**config.mk**
```make
export PLATFORM = sky130hd
export DESIGN_NAME = wb_arbiter
export DESIGN_NICKNAME = d
export VERILOG_FILES = /design/src/rtl/wb_arbiter_pkg.sv /design/src/rtl/wb_rr_arb.sv /design/src/rtl/wb_arbiter.sv
export SDC_FILE = /design/constraint.sdc
export NUM_CORES = 1
export LEC_CHECK = 0
export BUFFER_PORTS_ARGS = -buffer_cell sky130_fd_sc_hd__buf_2
export CAP_MARGIN = 40
export CORE_AREA = 5 5 162 164
export DETAILED_ROUTE_END_ITERATION = 16
export DIE_AREA = 0 0 167 169
export MAX_ROUTING_LAYER = met4
export PLACE_DENSITY = 0.56
export SYNTH_ARGS = -nofsm -noshare
export SYNTH_HDL_FRONTEND = slang
export SYNTH_SLANG_ARGS = --single-unit
```
**constraint.sdc**
```tcl
create_clock -name clk -period 4.7 [get_ports clk]
set_clock_uncertainty 0.05 [all_clocks]
set_input_delay 0.235 -clock clk [delete_from_list [all_inputs] [get_ports clk]]
set_output_delay 0.235 -clock clk [all_outputs]
set_load 0.1 [all_outputs]
```
**src/rtl/wb_arbiter_pkg.sv**
```systemverilog
`default_nettype none
// ============================================================================
// wb_arbiter_pkg
// Shared widths, register constants and slot-source encoding for writeback.
// Revision: 1.0
// ============================================================================
package wb_arbiter_pkg;

    localparam int WB_XLEN   = 64;
    localparam int RF_WPORTS = 2;
    localparam logic [4:0] REG_X0 = 5'd0;

    localparam int LL_REQS = 2;
    localparam int REQ_LSU = 0;
    localparam int REQ_MD  = 1;

    typedef enum logic [2:0] {
        SRC_NONE = 3'd0,
        SRC_IP0  = 3'd1,
        SRC_IP1  = 3'd2,
        SRC_LSU  = 3'd3,
        SRC_MD   = 3'd4
    } wb_src_e;

endpackage
`default_nettype wire

```
**src/rtl/wb_rr_arb.sv**
```systemverilog
`default_nettype none
// ============================================================================
// wb_rr_arb
// Two-requestor (LSU/MD) slot arbiter. Round-robin when WB_RR_EN is defined,
// fixed priority LSU > MD otherwise.
// Revision: 1.0
// ============================================================================
module wb_rr_arb
    import wb_arbiter_pkg::*;
(
`ifdef WB_RR_EN
    input  logic               clk,
    input  logic               rst,
`endif
    input  logic [LL_REQS-1:0] i_req,
    input  logic [1:0]         i_avail,
    output logic [LL_REQS-1:0] o_gnt,
    output logic               o_md_first
);

    logic w_md_wins;
    logic w_contended;

    assign w_contended = (i_avail == 2'd1) && (&i_req);

`ifdef WB_RR_EN
    logic r_rr_ptr;

    assign w_md_wins = r_rr_ptr;

    // After a contended grant the pointer moves to the loser.
    always_ff @(posedge clk or posedge rst) begin
        if (rst) begin
            r_rr_ptr <= 1'b0;
        end else if (w_contended) begin
            r_rr_ptr <= ~r_rr_ptr;
        end
    end
`else
    assign w_md_wins = 1'b0;
`endif

    always_comb begin
        o_gnt = '0;
        if (w_contended) begin
            o_gnt[REQ_MD]  = w_md_wins;
            o_gnt[REQ_LSU] = ~w_md_wins;
        end else if (i_avail != 2'd0) begin
            o_gnt = i_req;
        end
    end

    assign o_md_first = o_gnt[REQ_MD] & (~o_gnt[REQ_LSU] | w_md_wins);

endmodule
`default_nettype wire

```
**src/rtl/wb_arbiter.sv**
```systemverilog
`default_nettype none
// ============================================================================
// wb_arbiter
// Writeback merge of ip0/ip1/LSU/MD onto two registered RF write ports with
// starvation stall request. Option macro: WB_RR_EN (round-robin LSU/MD).
// Revision: 1.0
// ============================================================================
module wb_arbiter
    import wb_arbiter_pkg::*;
#(
    parameter int XLEN         = WB_XLEN,
    parameter int STARVE_LIMIT = 4
) (
    input  logic            clk,
    input  logic            rst,
    input  logic            ip0_valid,
    input  logic [4:0]      ip0_dst,
    input  logic [XLEN-1:0] ip0_wdata,
    input  logic            ip1_valid,
    input  logic [4:0]      ip1_dst,
    input  logic [XLEN-1:0] ip1_wdata,
    input  logic            lsu_valid,
    output logic            lsu_ready,
    input  logic [4:0]      lsu_dst,
    input  logic [XLEN-1:0] lsu_wdata,
    input  logic            md_valid,
    output logic            md_ready,
    input  logic [4:0]      md_dst,
    input  logic [XLEN-1:0] md_wdata,
    output logic            rf_wen0,
    output logic [4:0]      rf_wdst0,
    output logic [XLEN-1:0] rf_wdata0,
    output logic            rf_wen1,
    output logic [4:0]      rf_wdst1,
    output logic [XLEN-1:0] rf_wdata1,
    output logic            wb_stall_req
);

    localparam logic [1:0] c_PORTS = 2'(RF_WPORTS);
    localparam logic [3:0] c_LIMIT = 4'(STARVE_LIMIT);

    logic [1:0]         w_free;
    logic [LL_REQS-1:0] w_req;
    logic [LL_REQS-1:0] w_gnt;
    logic               w_md_first;
    wb_src_e            w_ll_a;
    wb_src_e            w_ll_b;
    wb_src_e [1:0]      w_src;
    logic [1:0]         w_sv;
    logic [1:0][4:0]    w_sd;
    logic [1:0][XLEN-1:0] w_sdat;
    logic [3:0]         w_starve_nxt;
    logic [3:0]         r_starve_cnt;

    assign w_free = c_PORTS - {1'b0, ip0_valid} - {1'b0, ip1_valid};
    assign w_req  = {md_valid, lsu_valid};

    wb_rr_arb u_arb (
`ifdef WB_RR_EN
        .clk        (clk),
        .rst        (rst),
`endif
        .i_req      (w_req),
        .i_avail    (w_free),
        .o_gnt      (w_gnt),
        .o_md_first (w_md_first)
    );

    assign lsu_ready = w_gnt[REQ_LSU] & ~rst;
    assign md_ready  = w_gnt[REQ_MD]  & ~rst;

    // Pipe results own their slot; granted LSU/MD results fill the free ones
    // in order, lower slot first.
    always_comb begin
        w_ll_a = SRC_NONE;
        w_ll_b = SRC_NONE;
        if (|w_gnt) w_ll_a = w_md_first ? SRC_MD : SRC_LSU;
        if (&w_gnt) w_ll_b = w_md_first ? SRC_LSU : SRC_MD;
        w_src[0] = ip0_valid ? SRC_IP0 : w_ll_a;
        w_src[1] = ip1_valid ? SRC_IP1 : (ip0_valid ? w_ll_a : w_ll_b);
    end

    always_comb begin
        for (int s = 0; s < 2; s++) begin
            w_sv[s]   = 1'b1;
            w_sd[s]   = REG_X0;
            w_sdat[s] = '0;
            case (w_src[s])
                SRC_IP0: begin w_sd[s] = ip0_dst; w_sdat[s] = ip0_wdata; end
                SRC_IP1: begin w_sd[s] = ip1_dst; w_sdat[s] = ip1_wdata; end
                SRC_LSU: begin w_sd[s] = lsu_dst; w_sdat[s] = lsu_wdata; end
                SRC_MD:  begin w_sd[s] = md_dst;  w_sdat[s] = md_wdata;  end
                default: w_sv[s] = 1'b0;
            endcase
        end
    end

    always_comb begin
        if (!(lsu_valid | md_valid) || (|w_gnt)) begin
            w_starve_nxt = 4'd0;
        end else if (r_starve_cnt >= c_LIMIT) begin
            w_starve_nxt = c_LIMIT;
        end else begin
            w_starve_nxt = r_starve_cnt + 4'd1;
        end
    end

    always_ff @(posedge clk or posedge rst) begin
        if (rst) begin
            rf_wen0      <= 1'b0;
            rf_wdst0     <= '0;
            rf_wdata0    <= '0;
            rf_wen1      <= 1'b0;
            rf_wdst1     <= '0;
            rf_wdata1    <= '0;
            wb_stall_req <= 1'b0;
            r_starve_cnt <= '0;
        end else begin
            // x0 results are consumed but never written.
            rf_wen0      <= w_sv[0] && (w_sd[0] != REG_X0);
            rf_wdst0     <= w_sd[0];
            rf_wdata0    <= w_sdat[0];
            rf_wen1      <= w_sv[1] && (w_sd[1] != REG_X0);
            rf_wdst1     <= w_sd[1];
            rf_wdata1    <= w_sdat[1];
            wb_stall_req <= (w_starve_nxt >= c_LIMIT);
            r_starve_cnt <= w_starve_nxt;
        end
    end

    a_no_dup_dst: assert property (@(posedge clk) disable iff (rst)
        !(rf_wen0 && rf_wen1 && (rf_wdst0 == rf_wdst1)));

endmodule
`default_nettype wire
```
==> out/results.md, run 1 <==
| Metric | Reported | Unit |
| --- | --- | --- |
| Outcome | finished, final reports clean | - |
| Part of the cycle the worst path needs | 60.4 | % |
| Share of final-layout standard cells stronger than drive strength 1 | 39.7 | % |
| Number of distinct library cells after synthesis | 34 | - |
| Max Slew Vio Count | 0 | - |
| Total of cells resized after clock tree synthesis | 0 | - |
| Setup repair after global routing missed its margin | no | - |
| Synthesized cell area | 6490 | um2 |
| Gr ovfl total | 0 | - |
| Share of async-settable or async-resettable flops after synthesis | 100 | % |
| Number of routed nets with antenna violations | 0 | - |
| R2R depth | 2 | - |
| Tightest Pin Transition | 0.966 | ns |
| TritonCTS Buffers | 17 | - |
| DPL Wire Length | 20700 | um |
| Filler Cells Inserted | 2450 | - |
| Number of levels in the clock H-tree | 4 | - |
| GR Util met1 | 23.5 | % |
| Fraction of met2 tracks used by global routing | 34.9 | % |
| Final RePlAce weighted congestion | 0.870 | - |
| TritonCTS clock tree | built | - |
| Routed Wire Length | 29400 | um |
| Routed wire per std cell | 19.2 | um |
| GR peak layer | met2 | - |
| Ports placed on the boundary | 425 | - |
| Post-synthesis sequential area ratio | 55.9 | % |
| Post-synthesis net count | 929 | - |
| Leading cell types in the layout, fill and taps excluded | sky130_fd_sc_hd__buf_2 (423), sky130_fd_sc_hd__dfrtp_1 (145), sky130_fd_sc_hd__dlygate4sd3_1 (141) | - |
| Number of enable flip-flop cells after synthesis | 0 | - |
| First element of the critical path | ip0_valid | - |
| Hold WC Path Type | in2reg | - |
| DRC viols | 0 | - |
| Pre-Repair DR Iteration Count | 7 | - |
| Post-CTS setup buffer count | 0 | - |
| Total area of multi-input combinational cells | 2320 | um2 |
| Global routing met3 resource utilization | 6.33 | % |
| Critical Path RT | 5.00 | ns |
| Antenna violations before repair | 2 | - |
| Maximum VDD drop | 0.000185 | V |
| Detailed-route vias per instance | 4.89 | - |
| Static Leak | 0.00586 | uW |
| Largest net degree at the start of global routing | 80 | - |
| Post-route total power | 4110 | uW |
| Critical R2R Capture | r_starve_cnt[1] | - |
| Pwr/cell area | 379 | nW/um2 |
| Arrival time of data at the critical path endpoint | 3.14 | ns |
| IO buf count | 424 | - |
| Die outline height | 169 | um |
| Core Box Area | 24700 | um2 |
| Primary flip-flop cell chosen by synthesis mapping | sky130_fd_sc_hd__dfrtp_1 | - |
| Sequential Area | 3630 | um2 |
| Number of setup violations in the final report | 0 | - |
| P&R area growth vs syn | 67.4 | % |
| Maximum clock frequency | 352 | MHz |
| Vias | 7480 | - |
| Number of rows in the core area | 58 | - |
| Global router's overall resource usage | 20.5 | % |
| Minimum setup slack among reg-to-reg paths | 3.65 | ns |
| Commonest non-fill, non-tap cell in the layout | sky130_fd_sc_hd__buf_2 | - |
| Initial cell density of the core | 26.2 | % |
| Quantity of hold-fixing buffers added after cts | 139 | - |
| Time the final worst path needs with I/O delays and setup | 2.84 | ns |
| Clock-pin slew on the worst setup and hold paths | 0.07 | ns |
| Setup Total Neg Slack | 0 | ns |
| Utilization after layout | 43.9 | % |
| First-pass GRT wire length | 44500 | um |
| Startpoint kind of the worst setup timing path | input pin | - |
| FF-to-FF Start | r_starve_cnt[0] | - |
| Max clock buf depth | 2 | - |
| Type of destination of the critical path | register | - |
| Number of register bits inferred by synthesis | 145 | - |
| Synth Instances | 645 | - |
| Maximum fanout along the worst path | 61 | - |
| Worst Setup Path Type | in2reg | - |
| Clk sink count | 145 | - |
| Relative slew slack | 35.6 | % |
| Final #Nets | 1470 | - |
| Vias in the first global route | 7825 | - |
| Die boundary width | 167 | um |
| Clock Latency Late Sink | 0.40 | ns |
| DRT iter0 DRCs | 1057 | - |
| Final Hold Viols | 0 | - |
| Launch point of the worst hold path | ip1_wdata[58] | - |
| Count of maximum capacitance violations | 0 | - |
| YS warnings | 0 | - |
| Post-Synthesis Mean Instance Area | 10.1 | um2 |
| Die Footprint | 28200 | um2 |
| Cell depth of the worst min-delay path | 3 | - |
| Endpoint of the worst hold path | rf_wdata1[58] | - |
| Buffer cell driving the clock tree root | sky130_fd_sc_hd__clkbuf_16 | - |
-- routing by layer --
metal  vias up  wire, um
met3        42      2690
met1      3581     11200
li1       3417         -
met5         -         0
met4         0       672
met2       440     14800
-- registers in the layout (all words and copies together), names as in the netlist --
register      cells
rf_wdst0          5
rf_wen0           1
rf_wdata1        64
r_starve_cnt      4
rf_wdst1          5
rf_wen1           1
rf_wdata0        64
wb_stall_req      1
-- per-stage QoR --
stage	setup WS (ns)	hold WS, ns	std cells	area (um2)
floorplan	0.520	0.306	645	6490
global placement	2.01	0.359	1355	8860
detailed placement	2.01	0.372	1356	8890
CTS	1.94	0.0000545	1526	10800
global route	1.75	0.000368	1530	10900
finish	1.86	0.0211	1530	10900
-- critical path, cell delays in order --
cell and delay, ns:
sky130_fd_sc_hd__buf_4 0.11, sky130_fd_sc_hd__buf_4 0.28, sky130_fd_sc_hd__or3b_1 0.48, sky130_fd_sc_hd__a211oi_4 0.20
sky130_fd_sc_hd__buf_4 0.43, sky130_fd_sc_hd__buf_4 0.50, sky130_fd_sc_hd__a222oi_1 0.18, sky130_fd_sc_hd__dlygate4sd3_1 0.64
sky130_fd_sc_hd__inv_1 0.06
-- synth_stat cells, drive strengths merged, types with 2 or more instances --
cell,number,area share (%)
a211oi,2,0.42
a21oi,66,5.1
a221o,5,0.77
a221oi,2,0.27
a222oi,64,9.9
and2,4,0.39
and3,64,6.2
buf,28,3.0
clkbuf,30,1.7
dfrtp,145,56
ha,2,0.39
inv,68,3.9
nand2,68,3.9
nand2b,3,0.29
nand3,2,0.15
nor2,11,0.64
nor3,2,0.15
nor4,3,0.52
o21ai,65,5.0
o2bb2ai,2,0.27
-- cells by family (layout without fill, tap and decap cells) --
| logic type | Yosys count | in the layout | share of synthesized area, % |
|---|---|---|---|
| AOI/OAI and AO/OA | 211 | 211 | 22.4 |
| adders and majority gates | 2 | 2 | 0.385 |
| and+or+nand+nor | 160 | 160 | 12.6 |
| DFF | 145 | 145 | 55.9 |
| other | 1 | 3 | 0.0578 |
| buffers and inverters | 126 | 679 | 8.69 |
-- how the worst max path moves through the flow --
stage / end / slack [ns] / cells past startpoint
floorplan: r_starve_cnt[0] / 0.52 / 1
global placement: rf_wdata1[8] / 2.01 / 8
detailed placement: rf_wdata1[8] / 2.01 / 8
CTS: rf_wdata1[23] / 1.94 / 9
global route: rf_wdata1[16] / 1.75 / 9
finish: rf_wdata1[9] / 1.86 / 9
-- cell type report --
class	instances	area share, %
Inverter	68	2.40
Multi-Input combinational cell	374	21.3
Timing Repair Buffer	580	33.9
Sequential cell	145	33.4
Clock inverter	11	0.956
Antenna cell	2	0.0461
Tap cell	330	3.80
Clock buffer	20	4.20
-- where the power goes --
| part | internal [uW] | switching [uW] | leakage, uW |
|---|---|---|---|
| Combinational | 338 | 1090 | 0.00379 |
| Sequential | 1350 | 28.6 | 0.00181 |
| Clock | 758 | 551 | 0.000261 |
(Power assumes the default switching activity.)
==> run 2: changes to the inputs <==
ABC_AREA = 1   (was unset)
PLACE_DENSITY = 0.58   (was 0.56)
clock period = 2.5 ns   (was 4.7 ns; I/O delays follow)
==> run 2 against run 1 <==
Effect of this change: non-clock buffer count up 136; sequential share of layout area down 4.0 points; register-to-register slack worse by 2.1 ns; worst setup slack worse by 1.5 ns; count of clock-buffer cells in the layout up 1; die area unchanged; critical path depth down 1; synthesized area down 0.39%; combinational power up 110%; largest power group unchanged.
==> out/results.md, run 2 <==
| Metric | Reported | Unit | Delta |
| --- | --- | --- | --- |
| Maximum clock frequency | 467 | MHz |  |
| Clock-pin slew on the worst setup and hold paths | 0.06 | ns | about the same |
| DPL Wire Length | 20700 | um | about the same |
| Synth Instances | 731 | - | +13% |
| Design Area, Final | 12400 | um2 | +14% |
| Largest registers in the final layout | rf_wdata0: 64 flops, rf_wdata1: 64 flops | - |  |
| Count of maximum capacitance violations | 0 | - | unchanged |
| Post-synthesis cell type with the largest combined area | sky130_fd_sc_hd__dfrtp_1 | - |  |
| Clk sink count | 145 | - | unchanged |
| Final #Nets | 1708 | - | +16% |
| Max clock buf depth | 2 | - | unchanged |
| Most common cell in the synthesized netlist | sky130_fd_sc_hd__nand2_1 | - |  |
| Largest net degree at the start of global routing | 71 | - | -11% |
| Routed wire per std cell | 17.0 | um | -11% |
| Time the final worst path needs with I/O delays and setup | 2.14 | ns |  |
| Hold WC Path Type | in2reg | - |  |
| Relative slew slack | 42.3 | % | +6.7 points |
| TritonCTS clock tree | built | - |  |
| Startpoint kind of the worst setup timing path | input pin | - |  |
| Least setup slack across all paths after layout | 0.358 | ns | -1.50 ns |
| Buffer cell driving the clock tree root | sky130_fd_sc_hd__clkbuf_16 | - |  |
| P&R area growth vs syn | 91.2 | % |  |
| R2R depth | 3 | - | +1 |
| Setup Total Neg Slack | 0 | ns | unchanged |
| FF-to-FF Start | r_starve_cnt[0] | - |  |
| Worst Setup Path Type | in2reg | - |  |
| IO buf count | 424 | - | unchanged |
| Maximum fanout along the worst path | 70 | - | +15% |
| Final RePlAce weighted congestion | 0.919 | - | +5.6% |
| Initial cell density of the core | 26.1 | % | -0.10 points |
| Part of the cycle the worst path needs | 85.7 | % |  |
| Detailed-route vias per instance | 4.60 | - | -6.0% |
| Die Footprint | 28200 | um2 | unchanged |
| Post-Synthesis Mean Instance Area | 8.85 | um2 | -12% |
| Outcome | finished, final reports clean | - |  |
| Post-synthesis sequential area ratio | 56.1 | % | +0.22 points |
| DRC viols | 0 | - | unchanged |
| Number of setup violations in the final report | 0 | - | unchanged |
| Core Box Area | 24700 | um2 | unchanged |
| Number of levels in the clock H-tree | 4 | - | unchanged |
| Vias | 8127 | - | +8.6% |
| Leading cell types in the layout, fill and taps excluded | sky130_fd_sc_hd__buf_2 (422), sky130_fd_sc_hd__nand2_1 (293), sky130_fd_sc_hd__dlygate4sd3_1 (274) | - |  |
| Gr ovfl total | 0 | - | unchanged |
| Critical R2R Capture | r_starve_cnt[2] | - |  |
| Post-place setup slack | 0.524 | ns | -1.49 ns |
| Number of rows in the core area | 58 | - | unchanged |
| Clock Latency Late Sink | 0.41 | ns | about the same |
| Top post-synthesis cells by area | sky130_fd_sc_hd__dfrtp_1 (56%), sky130_fd_sc_hd__nand2_1 (17%), sky130_fd_sc_hd__o211ai_1 (15%) | - |  |
| YS warnings | 0 | - | unchanged |
| Synth top cells by count | sky130_fd_sc_hd__nand2_1 (293), sky130_fd_sc_hd__dfrtp_1 (145), sky130_fd_sc_hd__o211ai_1 (125) | - |  |
| Setup repair after global routing missed its margin | no | - |  |
| Share of async-settable or async-resettable flops after synthesis | 100 | % | unchanged |
| Tightest Pin Transition | 0.866 | ns | -0.100 ns |
| Number of register bits inferred by synthesis | 145 | - | unchanged |
| First element of the critical path | ip1_valid | - |  |
| Post-synthesis net count | 1015 | - | +9.3% |
| Number of enable flip-flop cells after synthesis | 0 | - | unchanged |
| Type of destination of the critical path | register | - |  |
| Post-synth top area share | 56.1 | % | +0.22 points |
| Arrival time of data at the critical path endpoint | 2.38 | ns | -0.76 ns |
| Share of final-layout standard cells stronger than drive strength 1 | 33.8 | % | -6.0 points |
| DRT iter0 DRCs | 653 | - | -38% |
| Post-route total power | 8360 | uW | +100% |
| Number of distinct library cells after synthesis | 21 | - | -38% |
| Routed Wire Length | 30000 | um | +2.3% |
| Maximum VDD drop | 0.000402 | V | +120% |
| Final Hold Viols | 0 | - | unchanged |
| Minimum setup slack among reg-to-reg paths | 1.55 | ns | -2.10 ns |
| Critical Path RT | 2.74 | ns | -2.26 ns |
| Die outline height | 169 | um | unchanged |
| Post-CTS setup buffer count | 0 | - | unchanged |
| Total placed instance area | 8990 | um2 | +1.2% |
| Number of routed nets with antenna violations | 0 | - | unchanged |
| TritonCTS Buffers | 17 | - | unchanged |
| Max Slew Vio Count | 0 | - | unchanged |
| Synthesized cell area | 6470 | um2 | -0.39% |
| Die boundary width | 167 | um | unchanged |
| Commonest non-fill, non-tap cell in the layout | sky130_fd_sc_hd__buf_2 | - |  |
| Ports placed on the boundary | 425 | - | unchanged |
| Pwr/cell area | 676 | nW/um2 | +79% |
| First-pass GRT wire length | 46800 | um | +5.2% |
| Global router's overall resource usage | 21.4 | % | +0.89 points |
| Launch point of the worst hold path | md_dst[4] | - |  |
| Antenna violations before repair | 2 | - | unchanged |
| Vias in the first global route | 8885 | - | +14% |
| Primary flip-flop cell chosen by synthesis mapping | sky130_fd_sc_hd__dfrtp_1 | - |  |
| Pre-Repair DR Iteration Count | 7 | - | unchanged |
| Static Leak | 0.00639 | uW | +9.1% |
| Capturing instance or port of the critical path | rf_wdata1[37] | - |  |
==> run 2: cell count changes in the layout (fill, tap and decap cells not counted), sizes merged, moves of 64 or more <==
cell / change
dlygate4sd3: +133
and3: -64
nand2: +227
o21ai: -64
o211ai: +124
a222oi: -64
a21oi: -65
==> run 2: what timing repair did <==
item                                   in CTS  in global routing
hold buffers                              274                  0
endpoints found under the hold margin     161                  0
gates resized for setup                     0                  0
==> run 2: critical path, stage by stage <==
cell	delay (ns)
sky130_fd_sc_hd__buf_2	0.10
sky130_fd_sc_hd__buf_4	0.66
sky130_fd_sc_hd__inv_2	0.07
sky130_fd_sc_hd__buf_4	0.20
sky130_fd_sc_hd__nand3_4	0.10
sky130_fd_sc_hd__buf_4	0.36
sky130_fd_sc_hd__o211ai_1	0.14
sky130_fd_sc_hd__dlygate4sd3_1	0.59
==> run 2: final cells by class <==
class,count,area (um2)
fill,2293,12400
timing repair buffer,716,5090
sequential,145,3630
multi-input combinational,464,2300
clock buffer,21,470
tap,330,413
inverter,80,304
clock inverter,11,153
antenna,1,2.50
==> run 2: cell families (layout without fill, tap and decap cells) <==
| family | Yosys count | count (layout) | share of synthesized area (%) |
|---|---|---|---|
| flip-flops | 145 | 145 | 56.1 |
| buffers and inverters | 122 | 828 | 8.34 |
| AO/OA/AOI/OAI | 127 | 127 | 14.7 |
| adder cells (fa/ha/maj) | 2 | 2 | 0.387 |
| other | 1 | 2 | 0.0580 |
| AND/OR/NAND/NOR | 334 | 334 | 20.4 |
==> run 2: metrics by stage <==
step | hold slack, ns | util [%] | std cells
floorplan | 0.195 | - | 731
detailed placement | 0.252 | 36.3 | 1461
global route | 0.0605 | 50.0 | 1768
CTS | 0.000825 | 49.9 | 1767
finish | 0.0361 | 50.0 | 1768
global placement | 0.251 | 36.3 | 1461
==> run 2: where the power goes <==
| part | internal [uW] | switching (uW) |
|---|---|---|
| Combinational | 845 | 2200 |
| Sequential | 2550 | 68.7 |
| Clock | 1660 | 1040 |
| Total | 5050 | 3300 |
==> run 2: routing by layer <==
layer,wire [um],GRT usage (%)
met1,11700,24.0
met2,14900,36.2
met3,2300,5.49
met4,1150,9.39
met5,0,-
==> run 2: how the worst min path moves through the flow <==
stage                 endpoint  slack [ns]  depth (start not counted)
2_1_floorplan    rf_wdata0[30]        0.19                          2
3_3_place_gp   r_starve_cnt[1]        0.25                          2
3_5_place_dp   r_starve_cnt[3]        0.25                          2
4_1_cts            rf_wdst1[3]      0.0008                          5
5_1_grt            rf_wdst1[3]        0.06                          5
6_report           rf_wdst1[4]        0.04                          5
==> run 3: changes to the inputs <==
ABC_AREA = unset   (was 1)
CORE_AREA = 5 5 163 165   (was 5 5 162 164)
DIE_AREA = 0 0 168 170   (was 0 0 167 169)
PLACE_DENSITY = 0.57   (was 0.58)
==> run 3 against run 2 <==
Effect of this change: worst setup slack got worse by 0.10 ns; maximum frequency is 4.6% lower; sequential share of layout area rose by 0.054 points; register-to-register slack lost 0.08 ns; die area increased by 1.2%; final area fell by 0.18%; routed wire length grew 1.7%; combinational power decreased by 3%; critical path type unchanged; core utilization is 0.38 points lower; critical path depth is the same; largest power group is now clock.
==> out/results.md, run 3 (synthesis gave the netlist of run 1 again) <==
| Metric | Reported | Unit | Delta |
| --- | --- | --- | --- |
| Part of the cycle the worst path needs | 89.8 | % | +4.1 points |
| Largest registers in the final layout | rf_wdata0: 64 flops, rf_wdata1: 64 flops | - |  |
| Number of rows in the core area | 58 | - | unchanged |
| P&R area growth vs syn | 90.1 | % |  |
| Sequential Area | 3630 | um2 | unchanged |
| Number of levels in the clock H-tree | 4 | - | unchanged |
| DPL Wire Length | 21300 | um | +3.0% |
| Post-CTS setup buffer count | 0 | - | unchanged |
| Total area of multi-input combinational cells | 2320 | um2 | +0.98% |
| Least setup slack across all paths after layout | 0.255 | ns | -0.103 ns |
| Relative slew slack | 55.1 | % | +13 points |
| Count of maximum capacitance violations | 0 | - | unchanged |
| Maximum fanout along the worst path | 34 | - | -51% |
| Commonest non-fill, non-tap cell in the layout | sky130_fd_sc_hd__buf_2 | - |  |
| Worst Setup Path Type | in2reg | - |  |
| Gr ovfl total | 0 | - | unchanged |
| DRC viols | 0 | - | unchanged |
| Final RePlAce weighted congestion | 0.899 | - | -2.1% |
| Critical Path RT | 2.80 | ns | +0.06 ns |
| Vias | 8045 | - | -1.0% |
| Startpoint kind of the worst setup timing path | input pin | - |  |
| Global router's overall resource usage | 21.2 | % | -0.20 points |
| Post-route total power | 8560 | uW | +2.5% |
| Number of setup violations in the final report | 0 | - | unchanged |
| Initial cell density of the core | 26.1 | % | -0.052 points |
| Outcome | finished, final reports clean | - |  |
| Die outline height | 170 | um | +0.59% |
| IO buf count | 424 | - | unchanged |
| Number of routed nets with antenna violations | 0 | - | unchanged |
| Max clock buf depth | 2 | - | unchanged |
| Maximum VDD drop | 0.000353 | V | -12% |
| Pwr/cell area | 694 | nW/um2 | +2.7% |
| Quantity of hold-fixing buffers added after cts | 262 | - | -4.4% |
| Buffer cell driving the clock tree root | sky130_fd_sc_hd__clkbuf_16 | - |  |
| Type of destination of the critical path | register | - |  |
| Pre-Repair DR Iteration Count | 8 | - | +1 |
| Arrival time of data at the critical path endpoint | 2.54 | ns | +0.16 ns |
| Clock Latency Late Sink | 0.41 | ns | about the same |
| Share of final-layout standard cells stronger than drive strength 1 | 36.4 | % | +2.7 points |
| Detailed-route vias per instance | 4.85 | - | +5.6% |
| Time the final worst path needs with I/O delays and setup | 2.25 | ns | +0.103 ns |
| Setup repair after global routing missed its margin | no | - |  |
| Ports placed on the boundary | 425 | - | unchanged |
| Largest net degree at the start of global routing | 69 | - | -2.8% |
| TritonCTS Buffers | 17 | - | unchanged |
| Hold WC Path Type | in2reg | - |  |
| Routed wire per std cell | 18.4 | um | +8.5% |
| DRT iter0 DRCs | 914 | - | +40% |
| Final Hold Viols | 0 | - | unchanged |
| Die Footprint | 28600 | um2 | +1.2% |
| TritonCTS clock tree | built | - |  |
| Clk sink count | 145 | - | unchanged |
| Max Slew Vio Count | 0 | - | unchanged |
| Setup Total Neg Slack | 0 | ns | unchanged |
| Leading cell types in the layout, fill and taps excluded | sky130_fd_sc_hd__buf_2 (422), sky130_fd_sc_hd__dlygate4sd3_1 (262), sky130_fd_sc_hd__dfrtp_1 (145) | - |  |
| Vias in the first global route | 8679 | - | -2.3% |
| Total of cells resized after clock tree synthesis | 0 | - | unchanged |
| Antenna violations before repair | 1 | - | -1 |
| Clock-pin slew on the worst setup and hold paths | 0.06 | ns | about the same |
| Die boundary width | 168 | um | +0.60% |
| First-pass GRT wire length | 47000 | um | +0.31% |
| Routed Wire Length | 30600 | um | +1.7% |
| Filler Cells Inserted | 2262 | - | -1.4% |
| Maximum clock frequency | 445 | MHz | -4.6% |
| Tightest Pin Transition | 0.674 | ns | -0.192 ns |
| Final #Nets | 1598 | - | -6.4% |
| Post-place setup slack | 0.431 | ns | -0.0924 ns |
| Core Box Area | 24900 | um2 | +0.59% |
| Static Leak | 0.00649 | uW | +1.5% |
==> run 3: changes by cell type in the layout (fill, tap and decap cells not counted), sizes merged, moves of 5 or more <==
cell,change
dlygate4sd3,-12
inv,-10
nand2,-227
o211ai,-124
nand3,-12
and3,+64
a21oi,+65
nand4,-9
a222oi,+64
a221o,+5
o21ai,+64
==> run 3: worst paths after layout <==
check	slack, ns	endpoint	from	depth (start not counted)
setup / recovery	0.25	rf_wdata1[25]	ip0_valid	8
setup reg to reg	1.47	r_starve_cnt[1]	r_starve_cnt[0]	2
hold / removal	0.02	rf_wdata0[25]	lsu_wdata[25]	3
max in group asynchronous	1.39	rf_wdata1[39]	rst	4
min in group asynchronous	0.31	rf_wdata1[8]	rst	3
hold reg to reg	0.40	r_starve_cnt[0]	r_starve_cnt[0]	1
==> run 3: worst max-delay path, stage by stage <==
cell and delay [ns]:
sky130_fd_sc_hd__buf_4 0.13, sky130_fd_sc_hd__ha_1 0.35, sky130_fd_sc_hd__or3b_1 0.41, sky130_fd_sc_hd__a211oi_4 0.45
sky130_fd_sc_hd__buf_12 0.26, sky130_fd_sc_hd__a222oi_1 0.12, sky130_fd_sc_hd__dlygate4sd3_1 0.60, sky130_fd_sc_hd__inv_1 0.06
==> run 3: report_power, final <==
| group | internal (uW) | switching (uW) |
|---|---|---|
| Clock | 1980 | 1050 |
| Sequential | 2530 | 53.3 |
| Combinational | 839 | 2100 |
| Total | 5360 | 3210 |
==> run 3: layer usage <==
layer / wire length, um / GRT usage [%] / vias to the layer above
met5: 0 / - / -
met4: 1050 / 8.33 / 0
met3: 2440 / 4.83 / 66
met2: 15200 / 35.8 / 465
met1: 11800 / 24.6 / 3841
li1: - / - / 3673
==> run 3: final cells by class <==
| class | instances | area share, % |
|---|---|---|
| repair buffers | 708 | 40.7 |
| flip-flops and latches | 145 | 29.4 |
| multi-input cells | 374 | 18.8 |
| clock buffers | 19 | 3.51 |
| well taps | 330 | 3.35 |
| inverters | 68 | 2.10 |
| clock inverters | 12 | 2.05 |
| diodes | 2 | 0.0406 |
==> run 3: stage by stage <==
stage / utilization, % / std cells / hold WS [ns] / area, um2
floorplan: - / 645 / 0.196 / 6500
global placement: 36.3 / 1363 / 0.204 / 9030
detailed placement: 36.3 / 1363 / 0.207 / 9030
CTS: 49.6 / 1656 / 0.00257 / 12300
global route: 49.6 / 1657 / 0.0481 / 12300
finish: 49.6 / 1658 / 0.0207 / 12300
